## src/rtl/wave_pkg.sv

```systemverilog
// Shared constants and state encoding for the waveform generate/measure blocks.
package wave_pkg;

    localparam int SAMPLE_W = 8;

    // Mid-code shared with wave_dac so the meter triggers around the DAC midpoint.
    localparam int THRESH_DEF = 128;
    localparam int HYST_DEF   = 8;

    typedef enum logic [1:0] {
        ST_SYNC = 2'd0,
        ST_LOW  = 2'd1,
        ST_HIGH = 2'd2
    } meter_state_e;

    function automatic logic at_or_below(input logic [SAMPLE_W-1:0] s,
                                         input logic [SAMPLE_W-1:0] lvl);
        return (s <= lvl);
    endfunction

    function automatic logic at_or_above(input logic [SAMPLE_W-1:0] s,
                                         input logic [SAMPLE_W-1:0] lvl);
        return (s >= lvl);
    endfunction

endpackage

```

## src/rtl/wave_minmax.sv

```systemverilog
// Running max/min tracker: load restarts both at a sample, update folds a sample in.
module wave_minmax
    import wave_pkg::*;
#(
    parameter int W = SAMPLE_W
) (
    input  logic         clk,
    input  logic         rst_n,
    input  logic         load_i,
    input  logic         update_i,
    input  logic [W-1:0] s_i,
    output logic [W-1:0] max_o,
    output logic [W-1:0] min_o
);

    logic [W-1:0] max_q, max_d;
    logic [W-1:0] min_q, min_d;

    always_comb begin
        max_d = max_q;
        min_d = min_q;
        if (load_i) begin
            max_d = s_i;
            min_d = s_i;
        end else if (update_i) begin
            if (s_i > max_q) max_d = s_i;
            if (s_i < min_q) min_d = s_i;
        end
    end

    always_ff @(posedge clk) begin
        if (!rst_n) begin
            max_q <= '0;
            min_q <= '1;
        end else begin
            max_q <= max_d;
            min_q <= min_d;
        end
    end

    assign max_o = max_q;
    assign min_o = min_q;

endmodule

```

## src/rtl/wave_meter.sv

```systemverilog
// Measures period and max/min of a sampled waveform between hysteretic rising crossings.
//   state   | meaning
//   SYNC    | no low seen yet since reset/timeout; rising edges ignored
//   LOW     | last classified sample was low; next high sample is a rising edge
//   HIGH    | last classified sample was high; waiting for a low
module wave_meter
    import wave_pkg::*;
#(
    parameter int THRESH     = THRESH_DEF,
    parameter int HYST       = HYST_DEF,
    parameter int CNT_W      = 16,
    parameter int MAX_PERIOD = 65535
) (
    input  logic                clk,
    input  logic                rst_n,
    input  logic [SAMPLE_W-1:0] sample_in,
    input  logic                sample_valid,
    output logic [CNT_W-1:0]    period,
    output logic [SAMPLE_W-1:0] vmax,
    output logic [SAMPLE_W-1:0] vmin,
    output logic                meas_valid,
    output logic                timeout,
    output logic                locked
);

    localparam logic [SAMPLE_W-1:0] LO_LVL  = SAMPLE_W'(THRESH - HYST);
    localparam logic [SAMPLE_W-1:0] HI_LVL  = SAMPLE_W'(THRESH + HYST);
    localparam logic [CNT_W-1:0]    CNT_MAX = CNT_W'(MAX_PERIOD);

    meter_state_e         state_q;
    logic [CNT_W-1:0]     cnt_q;
    logic [CNT_W-1:0]     period_q;
    logic [SAMPLE_W-1:0]  vmax_q;
    logic [SAMPLE_W-1:0]  vmin_q;
    logic                 meas_q;
    logic                 to_q;
    logic                 locked_q;

    logic                 is_lo;
    logic                 is_hi;
    logic                 rise;
    logic                 advance;
    logic                 tmo;
    logic [SAMPLE_W-1:0]  run_max;
    logic [SAMPLE_W-1:0]  run_min;

    always_comb begin
        is_lo   = at_or_below(sample_in, LO_LVL);
        is_hi   = at_or_above(sample_in, HI_LVL);
        rise    = sample_valid && is_hi && (state_q == ST_LOW);
        advance = sample_valid && locked_q && !rise;
        // An edge on the terminal sample still produces a measurement.
        tmo     = advance && (cnt_q == CNT_MAX);
    end

    wave_minmax #(.W(SAMPLE_W)) u_minmax (
        .clk      (clk),
        .rst_n    (rst_n),
        .load_i   (rise),
        .update_i (advance),
        .s_i      (sample_in),
        .max_o    (run_max),
        .min_o    (run_min)
    );

    always_ff @(posedge clk) begin
        if (!rst_n) begin
            state_q  <= ST_SYNC;
            cnt_q    <= '0;
            period_q <= '0;
            vmax_q   <= '0;
            vmin_q   <= '0;
            meas_q   <= 1'b0;
            to_q     <= 1'b0;
            locked_q <= 1'b0;
        end else begin
            meas_q <= 1'b0;
            to_q   <= 1'b0;
            if (sample_valid) begin
                case (state_q)
                    ST_SYNC: if (is_lo) state_q <= ST_LOW;
                    ST_LOW:  if (is_hi) state_q <= ST_HIGH;
                    ST_HIGH: if (is_lo) state_q <= ST_LOW;
                    default: state_q <= ST_SYNC;
                endcase

                if (rise) begin
                    if (locked_q) begin
                        period_q <= cnt_q;
                        vmax_q   <= run_max;
                        vmin_q   <= run_min;
                        meas_q   <= 1'b1;
                    end
                    locked_q <= 1'b1;
                    cnt_q    <= CNT_W'(1);
                end else if (tmo) begin
                    to_q     <= 1'b1;
                    locked_q <= 1'b0;
                    state_q  <= ST_SYNC;
                    cnt_q    <= '0;
                end else if (advance) begin
                    cnt_q <= cnt_q + 1'b1;
                end
            end
        end
    end

    assign period     = period_q;
    assign vmax       = vmax_q;
    assign vmin       = vmin_q;
    assign meas_valid = meas_q;
    assign timeout    = to_q;
    assign locked     = locked_q;

endmodule
```

## config.mk

```make
export PLATFORM = sky130hd
export DESIGN_NAME = wave_meter
export DESIGN_NICKNAME = d
export VERILOG_FILES = /design/src/rtl/wave_pkg.sv /design/src/rtl/wave_minmax.sv /design/src/rtl/wave_meter.sv
export SDC_FILE = /design/constraint.sdc
export NUM_CORES = 1
export LEC_CHECK = 0
export BUFFER_PORTS_ARGS = -buffer_cell sky130_fd_sc_hd__buf_2
export CAP_MARGIN = 20
export CELL_PAD_IN_SITES_DETAIL_PLACEMENT = 0
export CELL_PAD_IN_SITES_GLOBAL_PLACEMENT = 1
export CORE_ASPECT_RATIO = 2
export CORE_UTILIZATION = 45
export DETAILED_ROUTE_END_ITERATION = 10
export PLACE_DENSITY_LB_ADDON = 0.1
export SLEW_MARGIN = 20
export SYNTH_ARGS = -nofsm -noshare
export SYNTH_HDL_FRONTEND = slang
export SYNTH_SLANG_ARGS = --single-unit
export TNS_END_PERCENT = 30
```

## constraint.sdc

```tcl
create_clock -name clk -period 5.15 [get_ports clk]
set_clock_uncertainty 0.15 [all_clocks]
set_input_delay 0.2575 -clock clk [delete_from_list [all_inputs] [get_ports clk]]
set_output_delay 0.2575 -clock clk [all_outputs]
set_load 0.01 [all_outputs]
```

==> results.txt, run 1 <==
----------------------------------------------------
[CTS]
  Clock sink count ... between 60 and 70
  Clk_lat worst skew ... between 300 and 400 ps
  Count of hold-fix buffers inserted at cts ... 0
  CTS tree ... yes
  Clock tree buffer depth ... 2
  Total clock buffers created by CTS ... 9
  Htree depth ... 3
  Number of buffers added for setup after CTS ... 0
  Post-CTS Resized ... 0
  CTS Root Buffer Type ... clkbuf_16
  Clock input transition at the sequential cells of the worst setup and hold paths ... roughly 50 ps

[Setup path]
  Cell-by-cell listing of the critical path ... inv_1 > ha_1 > a21o_1 > a211o_2 > a311oi_4 > o21ai_0 > o311ai_1
  Critical path start-end classification ... flop to flop
  Critical R2R Capture ... u_minmax.min_o[5]$_SDFFE_PN1P_
  Delay contributed by the slowest stage of the critical path ... approximately 600 ps
  CP max stage cell ... a311oi_4
  Endpoint required time on the critical path ... approximately 5200 ps
  Crit path arrival time ... roughly 2500 ps
  Sum of buffers and inverters on the critical path ... 1
  Type of element capturing the critical path ... flop
  Launching element of the worst setup path ... u_minmax.min_o[6]$_SDFFE_PN1P_
  Worst Setup Start Kind ... flop
  Slack of the worst reg-to-reg path ... 2720 ps
  Worst reg2reg path startpoint ... u_minmax.min_o[6]$_SDFFE_PN1P_
  Maximum fanout count along the critical path ... 16
  Crit-path leading delay family ... compound AO/OA/AOI/OAI gates
  Cell depth of the worst flop-to-flop path ... 7

[Worst hold path]
  Hold path startpoint ... sample_in[0]
  Worst hold path endpoint ... u_minmax.max_o[0]$_SDFFE_PN0P_
  HP Class ... input port to flop
  Hold depth ... 3

[GRT]
  Vias in the first global route ... about 2600
  Overall routing resource usage ... roughly 22%
  First-pass GRT wire length ... ~12000 um
  Met2 layer usage reported by global route ... around two fifths
  GR met1 Demand/Resource ... 23.9%
  Pin count of the biggest net entering global routing ... 38
  Overflow left after global routing ... 0
  GRT busiest layer ... met2
  Met3 Track Usage GR ... 5.75%
  Number of antenna violations at the first check in global routing ... 0

[Timing]
  Unrepaired setup endpoints after global routing ... no
  Slew at the pin closest to its max-slew limit ... 646 ps
  Final TNS setup ... 0 ps
  Final clock period utilization by the worst path ... 47.1%
  Total count of hold-check failures in the final report ... 0
  Max-slew violation count ... 0
  Post-Route Hold Slack ... a little under 80 ps
  Period minus WS final ... ~2400 ps
  Max Freq ... 0.412 GHz
  Relative slew slack ... between 50% and 60%
  Setup Viol. Count Final ... 0
  Final worst setup slack ... around 2700 ps

[Power and ir drop]
  Leakage ... 1.59 nW
  Worst IR Drop VDD ... between 200 and 250 uV
  Post-layout total power ... 1.15 mW
  Pwr per Cell Area ... ~320 mW/mm^2

[Final layout]
  Antenna Diode Count ... 0
  Share of the core filled with cells in the final layout ... a little over half
  Final net count ... ~440
  Area grow syn2layout ... 17.0%
  Fraction of layout cells with a size suffix above 1 ... between 10% and 20%

[Yosys]
  Post-synthesis instance total ... 370
  Post-synth top area cell ... dfxtp_1
  Top cells by area, synth ... dfxtp_1 (45%), nand2_1 (11%), a21oi_1 (6.6%), ha_1 (6.5%), xor2_1 (3.7%)
  Async SR Flop Fraction ... 0%
  Portion of the post-synthesis area used by sequential elements ... between 40 and 50%
  Post-synthesis cell area ... about 0.0031 sq mm
  Synth Net Count ... 397
  Number of enable-type register cells in the synthesized netlist ... 0
  Number of unique standard cell types used by synthesis ... 44
  Ys Warns ... 0
  Share of the synthesized area in the top cell type ... roughly 45%
  #FFs+latches synth ... just under 70
  Synth Area per Inst ... ~8.4 sq um
  Main flop type after synthesis ... dfxtp_1

[Routing]
  Initial DRT Pass Iterations ... 7
  Number of DRC markers in iteration 0 ... roughly 120
  Antenna viol nets, final ... 0
  Vias after detailed routing ... roughly 2600
  Total wirelength of the detailed-routed design ... roughly 7100 um
  Routed len/inst ... between 10 and 15 um
  Remaining design rule violation count ... 0
  Vias/cell ... about 5.3

[Placed design]
  DP Worst Slack ... 2650 ps
  Last weighted congestion value of the routability-driven placer ... 0.837
  HPWL after detailed placement ... between 5000 and 6000 um
  Port buffer count ... 45

[Floorplan]
  Die outline height ... around 120 um
  Standard cell core area ... ~0.0066 sq mm
  Total I/O pin count ... between 40 and 50
  Effective utilization at floorplan ... a little under half
  Number of core rows ... 42
  Chip Width ... 60.7 um
  Full die area ... a little over 0.007 sq mm

[Run]
  Max Cap Violations ... 0

[Outcome]
  Status ... complete, no violations

----------------------------------------------------
-- cells in the mapped netlist, types with 2 or more instances --
master	n
nand2_1	89
dfxtp_1	69
a21oi_1	41
nor2_1	19
inv_1	18
ha_1	16
xor2_1	13
buf_2	9
nand3_1	9
o21ai_0	9
nand4_1	8
and3_1	7
mux2i_1	7
and2_1	6
clkbuf_1	6
o311ai_0	6
nand2b_1	3
o21ai_1	3
a31oi_1	2
and4_1	2
buf_6	2
nor2b_1	2
o21a_1	2
o311ai_1	2
-- per-layer routing --
metal | wire (um) | vias to the layer above
li1 | - | 1339
met1 | 2860 | 1254
met2 | 3940 | 38
met3 | 154 | 13
met4 | 182 | 0
met5 | 0 | -
-- cell families (layout without fill, tap and decap cells) --
logic type,count (synthesis),in the layout,share of synthesized area [%]
multiplexers,7,7,2.26
AND/OR/NAND/NOR,150,150,21.5
AO/OA/AOI/OAI,77,77,15.9
flip-flops,69,69,44.6
XOR/XNOR,13,13,3.67
adder cells (fa/ha/maj),16,16,6.46
buffers and inverters,38,81,5.65
-- power breakdown --
| group | switching (mW) | internal [mW] | total [mW] |
|---|---|---|---|
| Sequential | 0.00514 | 0.541 | 0.546 |
| Combinational | 0.0416 | 0.0227 | 0.0643 |
| Clock | 0.209 | 0.335 | 0.543 |
-- final cells by class --
cell class / instances / area, sq um
Inverter: 19 / 71.3
Sequential cell: 69 / 1380
Timing Repair Buffer: 47 / 260
Tap cell: 88 / 110
Clock inverter: 2 / 10.0
Clock buffer: 13 / 250
Fill cell: 705 / 2990
Multi-Input combinational cell: 263 / 1550
-- how the worst max path moves through the flow --
stage / to / slack [ps] / cells after the start
2_1_floorplan: u_minmax.min_o[0]$_SDFFE_PN1P_ / 3070 / 8
3_3_place_gp: period[7]$_SDFFE_PN0P_ / 2650 / 6
3_5_place_dp: vmax[5]$_SDFFE_PN0P_ / 2650 / 6
4_1_cts: u_minmax.min_o[5]$_SDFFE_PN1P_ / 2730 / 7
5_1_grt: u_minmax.min_o[5]$_SDFFE_PN1P_ / 2570 / 7
6_report: u_minmax.min_o[5]$_SDFFE_PN1P_ / 2720 / 7
-- through the flow --
step	cells	area [sq um]
floorplan	370	3100
detailed placement	486	3370
CTS	501	3630
global route	501	3630
global placement	485	3340
finish	501	3630
-- flip-flops by register name, summed over array words and instances, names as in the netlist --
signal,count
locked,1
u_minmax.max_o,8
state_q,2
vmax,8
vmin,8
period,16
cnt_q,16
u_minmax.min_o,8
meas_valid,1
timeout,1
-- worst register-to-register path: stages, from the launching register on --
cell,delay [ps]
dfxtp_1,320
inv_1,60
ha_1,280
a21o_1,180
a211o_2,360
a311oi_4,600
o21ai_0,250
o311ai_1,120
-- cell usage in the layout (no fill, tap or decap), drive strengths merged, types with 3 or more instances in the layout --
cell type / count
a21oi: 42
and2: 6
and3: 7
buf: 47
clkbuf: 13
dfxtp: 69
ha: 16
inv: 19
mux2i: 7
nand2: 89
nand2b: 3
nand3: 9
nand4: 8
nor2: 19
o21ai: 13
o311ai: 8
xor2: 13
No activity file was read; power rests on OpenSTA's default activity.
==> inputs of run 2 (changes only) <==
CORE_UTILIZATION = 42   (was 45)
clock period = 2.4 ns   (was 5.15 ns; I/O delays follow)
==> results.txt, run 2 (same netlist as run 1, synthesis figures left out) <==
----------------------------------------------------
[CTS]
  Htree depth ... 3 (unchanged)
  Clock tree buffer depth ... 2 (unchanged)
  CTS Root Buffer Type ... clkbuf_16
  Clk_lat worst skew ... 330 ps (about the same)
  Clock input transition at the sequential cells of the worst setup and hold paths ... 50 ps (about the same)
  Number of buffers added for setup after CTS ... 0 (unchanged)
  Clock sink count ... 69 (unchanged)
  Total clock buffers created by CTS ... 9 (unchanged)
  CTS tree ... yes

[Setup path]
  Cell-by-cell listing of the critical path ... dlygate4sd3_1 > buf_2 > ha_1 > a21o_1 > a211o_2 > a311oi_4 > buf_6 > o21ai_0 > o311ai_0
  Maximum fanout count along the critical path ... 12 (-4)
  CP max stage cell ... dlygate4sd3_1
  Crit path arrival time ... 2380 ps (-130 ps)
  Worst Setup Start Kind ... input port
  Critical path start-end classification ... input port to flop
  Type of element capturing the critical path ... flop
  Delay contributed by the slowest stage of the critical path ... 530 ps (-70 ps)
  Crit-path leading delay family ... compound AO/OA/AOI/OAI gates
  Endpoint required time on the critical path ... 2470 ps (-2760 ps)
  Sum of buffers and inverters on the critical path ... 3 (+2)

[Timing]
  Total count of hold-check failures in the final report ... 0 (unchanged)
  Final TNS setup ... 0 ps (unchanged)
  Slew at the pin closest to its max-slew limit ... 679 ps (+32.3 ps)
  Relative slew slack ... 54.7% (-2.2 points)
  Max-slew violation count ... 0 (unchanged)
  Final worst setup slack ... 88.5 ps (-2640 ps)
  Period minus WS final ... ~2300 ps
  Max Freq ... around 0.43 GHz
  Final clock period utilization by the worst path ... between 90 and 100%
  Post-Route Hold Slack ... 23.7 ps (-53.9 ps)
  Unrepaired setup endpoints after global routing ... no
  Setup Viol. Count Final ... 0 (unchanged)

[Routing]
  Antenna viol nets, final ... 0 (unchanged)
  Initial DRT Pass Iterations ... 4 (-3)
  Total wirelength of the detailed-routed design ... 7630 um (+6.9%)
  Remaining design rule violation count ... 0 (unchanged)
  Vias after detailed routing ... 2705 (+2.3%)
  Vias/cell ... 5.15 (-2.4%)
  Number of DRC markers in iteration 0 ... 130 (+13%)
  Routed len/inst ... 14.5 um (+2.0%)

[Floorplan]
  Effective utilization at floorplan ... 43.0% (-3.8 points)
  Number of core rows ... 44 (+4.8%)
  Standard cell core area ... 0.00721 sq mm (+8.9%)
  Die outline height ... 124 um (+3.5%)
  Full die area ... 0.00775 sq mm (+7.0%)
  Chip Width ... 62.8 um (+3.4%)
  Total I/O pin count ... 46 (unchanged)

[GRT]
  Overflow left after global routing ... 0 (unchanged)
  GR met1 Demand/Resource ... 21.1% (-2.9 points)
  Pin count of the biggest net entering global routing ... 38 (unchanged)
  Met2 layer usage reported by global route ... 41.0% (+2.4 points)
  Vias in the first global route ... 2627 (+2.8%)
  First-pass GRT wire length ... 12400 um (+4.7%)
  Overall routing resource usage ... 21.3% (-1.2 points)
  GRT busiest layer ... met2
  Met3 Track Usage GR ... 4.52% (-1.2 points)
  Number of antenna violations at the first check in global routing ... 0 (unchanged)

[Power and ir drop]
  Worst IR Drop VDD ... 488 uV (+130%)
  Post-layout total power ... 2.78 mW (+140%)
  Leakage ... 1.70 nW (+7.2%)
  Pwr per Cell Area ... 716 mW/mm^2 (+130%)

[Final layout]
  Commonest cells after routing, fill and taps aside ... nand2_1 (89), dfxtp_1 (69), buf_2 (45)
  Most common library cell in the layout ignoring fill and taps ... nand2_1
  Final net count ... 455 (+4.4%)
  Fraction of layout cells with a size suffix above 1 ... 18.0% (+1.8 points)
  Share of the core filled with cells in the final layout ... 53.7% (-1.1 points)
  Antenna Diode Count ... 0 (unchanged)
  Area grow syn2layout ... 25.0%

[Placed design]
  Port buffer count ... 45 (unchanged)
  HPWL after detailed placement ... 5450 um (+4.9%)
  DP Worst Slack ... 161 ps (-2490 ps)
  Last weighted congestion value of the routability-driven placer ... 0.785 (-6.2%)

[Outcome]
  Status ... complete, no violations

[Run]
  Max Cap Violations ... 0 (unchanged)

[Worst hold path]
  HP Class ... input port to flop

----------------------------------------------------
==> run 2: changes by cell type in the layout (fill, tap and decap cells not counted), sizes merged <==
cell	previous run	this run
dlygate4sd3	0	11
buf	47	55
bufinv	0	2
clkbuf	13	12
==> run 2: cell type report <==
type | count | area, sq um
Fill cell | 748 | 3340
Sequential cell | 69 | 1380
Timing Repair Buffer | 66 | 414
Tap cell | 92 | 115
Clock inverter | 4 | 70.1
Clock buffer | 12 | 256
Multi-Input combinational cell | 263 | 1570
Inverter | 19 | 71.3
==> run 2: repair_timing <==
| action | 4_1_cts | 5_1_grt |
|---|---|---|
| endpoints found under the hold margin | 8 | 0 |
| gates resized for setup | 0 | 4 |
| hold buffers | 11 | 0 |
| endpoints found under the setup margin | 0 | 14 |
==> run 2: metrics by stage <==
step / instances / instance area [sq um]
6_report: 525 / 3880
5_1_grt: 525 / 3880
4_1_cts: 525 / 3850
3_5_place_dp: 498 / 3410
3_3_place_gp: 498 / 3410
2_1_floorplan: 370 / 3100
==> run 2: power breakdown <==
| group | switching [mW] | total, mW | internal, mW |
|---|---|---|---|
| clock | 0.479 | 1.44 | 0.962 |
| combinational | 0.0963 | 0.162 | 0.0653 |
| sequential | 0.0121 | 1.17 | 1.16 |
| total | 0.587 | 2.78 | 2.19 |
==> run 2: layer usage <==
| metal | share of wire, % | vias to the layer above |
|---|---|---|
| met5 | 0 | - |
| met4 | 1.8 | 0 |
| met3 | 1.8 | 7 |
| met2 | 57 | 29 |
| met1 | 39 | 1292 |
| li1 | - | 1377 |
==> run 2: final timing paths <==
kind | startpoint | to | slack [ps] | cells past startpoint
max | sample_in[6] | u_minmax.min_o[2]$_SDFFE_PN1P_ | 90 | 9
min reg2reg | period[9]$_SDFFE_PN0P_ | period[9]$_SDFFE_PN0P_ | 300 | 2
max reg2reg | u_minmax.min_o[6]$_SDFFE_PN1P_ | u_minmax.min_o[2]$_SDFFE_PN1P_ | 230 | 8
min | sample_in[7] | u_minmax.min_o[7]$_SDFFE_PN1P_ | 20 | 3
==> run 2: worst reg2reg max path, delay by kind of cell (launching register included) <==
| kind | cells | cell delay (ps) |
|---|---|---|
| fa+ha+maj | 1 | 280 |
| compound gates | 5 | 1060 |
| flops | 1 | 320 |
| buf+inv | 2 | 250 |
